`config.mk`:
```
export PLATFORM = sky130hd
export DESIGN_NAME = datapath_ctrl
export DESIGN_NICKNAME = d
export VERILOG_FILES = /design/src/rtl/datapath_ctrl.sv
export SDC_FILE = /design/constraint.sdc
export NUM_CORES = 1
export LEC_CHECK = 0
export ABC_AREA = 1
export BUFFER_PORTS_ARGS = -buffer_cell sky130_fd_sc_hd__buf_2
export CAP_MARGIN = 10
export CORE_ASPECT_RATIO = 1.2
export CORE_UTILIZATION = 45
export CTS_BUF_LIST = sky130_fd_sc_hd__clkbuf_4
export DETAILED_ROUTE_END_ITERATION = 10
export PLACE_DENSITY = 0.82
export SYNTH_ARGS = -nofsm -noshare
export SYNTH_HDL_FRONTEND = slang
export SYNTH_SLANG_ARGS = --single-unit
```
`constraint.sdc`:
```
create_clock -name clk -period 1.8 [get_ports clk]
set_clock_uncertainty 0.1 [all_clocks]
set_input_delay 0.36 -clock clk [delete_from_list [all_inputs] [get_ports clk]]
set_output_delay 0.36 -clock clk [all_outputs]
set_load 0.005 [all_outputs]
```
`src/rtl/datapath_ctrl.sv`:
```
// Multi-cycle control sequencer for the register-file / MUX_B / function-unit datapath.
// Decodes one instruction per handshake into a registered control word, with skip-if-zero and load stall.
module datapath_ctrl #(
  parameter int REG_AW = 3,
  parameter int FS_W = 4,
  parameter int IMM_W = 8,
  localparam int INSTR_W = 1 + FS_W + 3 * REG_AW + 2 + IMM_W
) (
  input  logic               clk,
  input  logic               reset,
  input  logic [INSTR_W-1:0] instr,
  input  logic               instr_valid,
  output logic               instr_ready,
  input  logic               Z,
  input  logic               data_ready,
  output logic [REG_AW-1:0]  registerA,
  output logic [REG_AW-1:0]  registerB,
  output logic [REG_AW-1:0]  DA,
  output logic [IMM_W-1:0]   CS,
  output logic               MB,
  output logic [FS_W-1:0]    FS,
  output logic               MD,
  output logic               RW,
  output logic               done,
  output logic               skipped
);

  typedef enum logic [1:0] {
    IDLE    = 2'd0,
    DECODE  = 2'd1,
    EXECUTE = 2'd2,
    WRITE   = 2'd3
  } state_t;

  typedef struct packed {
    logic [REG_AW-1:0] ra;
    logic [REG_AW-1:0] rb;
    logic [REG_AW-1:0] da;
    logic [IMM_W-1:0]  cs;
    logic              mb;
    logic [FS_W-1:0]   fs;
    logic              md;
  } ctrl_t;

  localparam logic [1:0] CLS_ALU  = 2'b00;
  localparam logic [1:0] CLS_LOAD = 2'b01;
  localparam logic [1:0] CLS_SKIP = 2'b11;
  localparam ctrl_t CTRL_ZERO = {$bits(ctrl_t){1'b0}};

  // Field layout MSB..LSB: I, FS, DA, AA, BA, CLS, IMM.
  function automatic ctrl_t decode_instr(input logic [INSTR_W-1:0] word);
    ctrl_t c;
    c.mb = word[INSTR_W-1];
    c.fs = word[IMM_W + 2 + 3 * REG_AW +: FS_W];
    c.da = word[IMM_W + 2 + 2 * REG_AW +: REG_AW];
    c.ra = word[IMM_W + 2 + REG_AW +: REG_AW];
    c.rb = word[IMM_W + 2 +: REG_AW];
    c.md = (word[IMM_W +: 2] == CLS_LOAD);
    c.cs = word[INSTR_W-1] ? word[IMM_W-1:0] : {IMM_W{1'b0}};
    return c;
  endfunction

  state_t     state_r, state_nxt_s;
  ctrl_t      ctrl_r, ctrl_nxt_s;
  logic [1:0] cls_r, cls_nxt_s;
  logic       skip_r, skip_nxt_s;
  logic       rw_r, rw_nxt_s;
  logic       done_r, done_nxt_s;
  logic       skipped_r, skipped_nxt_s;
  logic       ready_r, ready_nxt_s;
  logic       accept_s;

  assign accept_s = instr_valid && ready_r;

  // Next-state and next-output decode; outputs are registered one step ahead of the state they belong to.
  always_comb begin
    state_nxt_s   = state_r;
    ctrl_nxt_s    = ctrl_r;
    cls_nxt_s     = cls_r;
    skip_nxt_s    = skip_r;
    rw_nxt_s      = 1'b0;
    done_nxt_s    = 1'b0;
    skipped_nxt_s = 1'b0;
    ready_nxt_s   = 1'b0;
    case (state_r)
      IDLE: begin
        ctrl_nxt_s = CTRL_ZERO;
        if (accept_s && skip_r) begin
          skip_nxt_s    = 1'b0;
          skipped_nxt_s = 1'b1;
          ready_nxt_s   = 1'b1;
        end else if (accept_s) begin
          state_nxt_s = DECODE;
          ctrl_nxt_s  = decode_instr(instr);
          cls_nxt_s   = instr[IMM_W +: 2];
        end else begin
          ready_nxt_s = 1'b1;
        end
      end
      DECODE: begin
        state_nxt_s = EXECUTE;
      end
      EXECUTE: begin
        // Loads wait here for memory data; every other class leaves after one cycle.
        if ((cls_r != CLS_LOAD) || data_ready) begin
          state_nxt_s = WRITE;
          rw_nxt_s    = (cls_r == CLS_ALU) || (cls_r == CLS_LOAD);
          done_nxt_s  = 1'b1;
          if ((cls_r == CLS_SKIP) && Z) begin
            skip_nxt_s = 1'b1;
          end else begin
            skip_nxt_s = skip_r;
          end
        end else begin
          state_nxt_s = EXECUTE;
        end
      end
      WRITE: begin
        state_nxt_s = IDLE;
        ctrl_nxt_s  = CTRL_ZERO;
        ready_nxt_s = 1'b1;
      end
      default: begin
        state_nxt_s = IDLE;
        ctrl_nxt_s  = CTRL_ZERO;
      end
    endcase
  end

  // State and registered control outputs; reset aborts any in-flight instruction.
  always_ff @(posedge clk or posedge reset) begin
    if (reset) begin
      state_r   <= IDLE;
      ctrl_r    <= CTRL_ZERO;
      cls_r     <= 2'b00;
      skip_r    <= 1'b0;
      rw_r      <= 1'b0;
      done_r    <= 1'b0;
      skipped_r <= 1'b0;
      ready_r   <= 1'b0;
    end else begin
      state_r   <= state_nxt_s;
      ctrl_r    <= ctrl_nxt_s;
      cls_r     <= cls_nxt_s;
      skip_r    <= skip_nxt_s;
      rw_r      <= rw_nxt_s;
      done_r    <= done_nxt_s;
      skipped_r <= skipped_nxt_s;
      ready_r   <= ready_nxt_s;
    end
  end

  assign registerA   = ctrl_r.ra;
  assign registerB   = ctrl_r.rb;
  assign DA          = ctrl_r.da;
  assign CS          = ctrl_r.cs;
  assign MB          = ctrl_r.mb;
  assign FS          = ctrl_r.fs;
  assign MD          = ctrl_r.md;
  assign RW          = rw_r;
  assign done        = done_r;
  assign skipped     = skipped_r;
  assign instr_ready = ready_r;

endmodule

```
==> results.md <==
* Worst supply voltage drop on vdd at between 0.9 and 1 mV
* Ant diodes at 0
* Critical path required time at around 1900 ps
* Fraction of layout cells with a size suffix above 1 at 32.87%
* Number of slew-limit violations in the final report at 0
* Maxcap violations at 0
* Distinct cell type count after synthesis at 17
* Power Density at around 1200 nW/um^2
* CTS clock-pin slew for the worst setup and hold paths at 90 ps
* Combined global-route utilization of all metal layers at 20.37%
* Register bit total from synthesis at 32
* Library cell used as clock root buffer: clkbuf_4
* TritonRoute pass-1 iters at 4
* Critical path startpoint category: flip-flop
* Die span in x at roughly 53 um
* Top cell type's share of synthesized area at 58.13%
* Floorplan die height at about 63 um
* Starting DRT DRC Count at 34
* CORE AREA at 2838 um^2
* Routed via count divided by cell count at just under 5
* Setup repair after global routing missed its margin: false
* Highest clock rate at about 0.62 GHz
* Final Cycle Share at about 89%
* Total routed wire length on the met1 layer at around 1.2 mm
* Largest net degree at the start of global routing at 33
* Static leakage power at approximately 1.0 nW
* Count of mapped cells out of synthesis at approximately 160
* CTS max path bufs at 2
* Overflow left after global routing at 0
* Number of nets with antenna violations after routing at 0
* Detailed route wirelength on metal3 at around 220 um
* Remaining design rule violation count at 0
* Class of the tightest hold or removal check: in2async
* Resized Gates After CTS at 0
* Crit-path max FO at 14
* Area of the mapped netlist at around 1400 um^2
* Routed length per instance at about 11 um
* Routed vias at ~1.2k
* Overall routed net length at 2.834 mm
* Crit path capture type: flip-flop
* Number of global-route vias before repair at roughly 1.2k
* Setup ws final at about 200 ps
* Largest cells by area after synthesis: dfrtp_1 (58%), nand2_1 (18%), o21ai_1 (5.4%)
* Slew of the pin with the lowest slew margin at about 580 ps
* Top layer in use: met4
* Sinks on the clock net at 32
* Clock buffers created by TritonCTS at 5
* Synthesis Warnings at 0
* Clock period minus final worst setup slack at around 1600 ps
* DR WL met2 at between 1 and 1.5 mm
* Mapped Avg Cell Area at roughly 9 um^2
* Final weighted congestion in routability-driven placement at approximately 0.76
* Portion of the post-synthesis area used by sequential elements at about three fifths
* Critical path type: reg2reg
* Final instance area at 1743 um^2
* I/O pin count at 56
* Reg-to-reg setup timing slack at 200 ps
* Library cell occupying the most area in the post-synthesis netlist: dfrtp_1
* Synthesized Nets at approximately 190
* Count of final hold-check violations at 0
* Initial Utilization at 48.54%
* Number of placement rows at 21
* Initial antenna violation count at 0
* Run status: finished, final reports clean
* Fin Setup TNS at 0 ps
* I/O Buffers at 55
* CTS tree: done
* Die Area at 3287 um^2
* Setup slack after placement at 145.4 ps
* Wire length of the first global-routing pass at a little under 5 mm
* Area Growth Syn to Fin at 26.52%
* Max-slew headroom at roughly 61%
* Latest clock arrival within the worst-skew pair at roughly 320 ps
* Instance area at placement at around 1700 um^2
* Arrival @ worst endpoint at 1740 ps
* Final Setup Violations at 0
* HPWL after DPL at ~2.2 mm
* Final net count at about 250
* Deepest level of the CTS H-tree at 2
## per-layer routing
| layer | track usage [%] | up-vias |
|---|---|---|
| li1 | - | 614 |
| met1 | 23.45 | 544 |
| met2 | 34.18 | 56 |
| met3 | 6.083 | 8 |
| met4 | 8.224 | 0 |
| met5 | 0 | - |
## metrics by stage
step / hold slack (ps) / power, mW / cells / utilization (%)
after floorplan: 324.7 / 1.601 / 155 / -
after global placement: 356.9 / 1.781 / 242 / 59.39
after detailed placement: 353.7 / 1.808 / 242 / 59.39
after CTS: 7.185 / 2.186 / 249 / 61.16
after global routing: 26.94 / 2.380 / 250 / 61.42
final: 1.038 / 2.169 / 250 / 61.42
## repair_timing
action | CTS | global route
hold buffers | 0 | 0
endpoints found under the setup margin | 0 | 3
setup buffers | 0 | 1
## critical path: stages (launching register included)
cell	delay (ps)
dfrtp_1	400
inv_1	80
ha_1	400
nor2_4	320
nand2_1	100
o21ai_1	130
## Yosys cell counts, drive strengths merged
library cell and count:
inv 8, buf 5, ha 4, dfrtp 32, nand3 12, clkbuf 1, a21oi 1, nand2 67
nor3b 1, nor2 7, o21ai 17
## cells by family (layout without fill, tap and decap cells)
| family | Yosys count | in the layout | share of synthesized area, % |
|---|---|---|---|
| flip-flops | 32 | 32 | 58.13 |
| buffers and inverters | 14 | 75 | 5.086 |
| adder cells (fa/ha/maj) | 4 | 4 | 3.633 |
| AO/OA/AOI/OAI | 18 | 18 | 6.539 |
| AND/OR/NAND/NOR | 87 | 87 | 26.61 |
## worst paths after layout
path | start | end | cells past startpoint
max in group asynchronous | reset | skipped$_DFF_PP0_ | 3
min | reset | FS[1]$_DFFE_PP0P_ | 3
max reg2reg | state_r[1]$_DFFE_PP0P_ | FS[0]$_DFFE_PP0P_ | 5
max | state_r[1]$_DFFE_PP0P_ | FS[0]$_DFFE_PP0P_ | 5
min in group clk | instr[5] | CS[5]$_DFFE_PP0P_ | 3
min reg2reg | cls_r[1]$_DFFE_PP0P_ | RW$_DFF_PP0_ | 1
## layout make-up
type,count,area (um^2)
Clock inverter,1,5.005
Timing Repair Buffer,60,312.8
Fill cell,266,1095
Multi-Input combinational cell,109,506.7
Tap cell,34,42.54
Inverter,8,30.03
Sequential cell,32,800.8
Clock buffer,6,45.04
## placed cells by master (no fill, tap or decap)
master and instances:
nand2_1 67, buf_2 55, dfrtp_1 32, o21ai_1 15
nand3_1 12, inv_1 7, clkbuf_4 6, nor2_1 5
buf_4 5, ha_1 4, o21ai_0 2, nor3b_4 1
nor2_2 1, inv_2 1, nor2_4 1, a21oi_1 1
clkinv_2 1
## flip-flops by register name (all words and copies together), names as in the netlist
signal / count
CS: 8
FS: 4
DA: 3
registerA: 3
registerB: 3
cls_r: 2
state_r: 2
MB: 1
MD: 1
RW: 1
done: 1
instr_ready: 1
skip_r: 1
skipped: 1
## where the power goes
group	internal, mW	switching (mW)
logic	0.326	0.601
registers	0.808	0.0574
clock network	0.159	0.218
total	1.29	0.877
No activity file was read; power rests on OpenSTA's default activity.
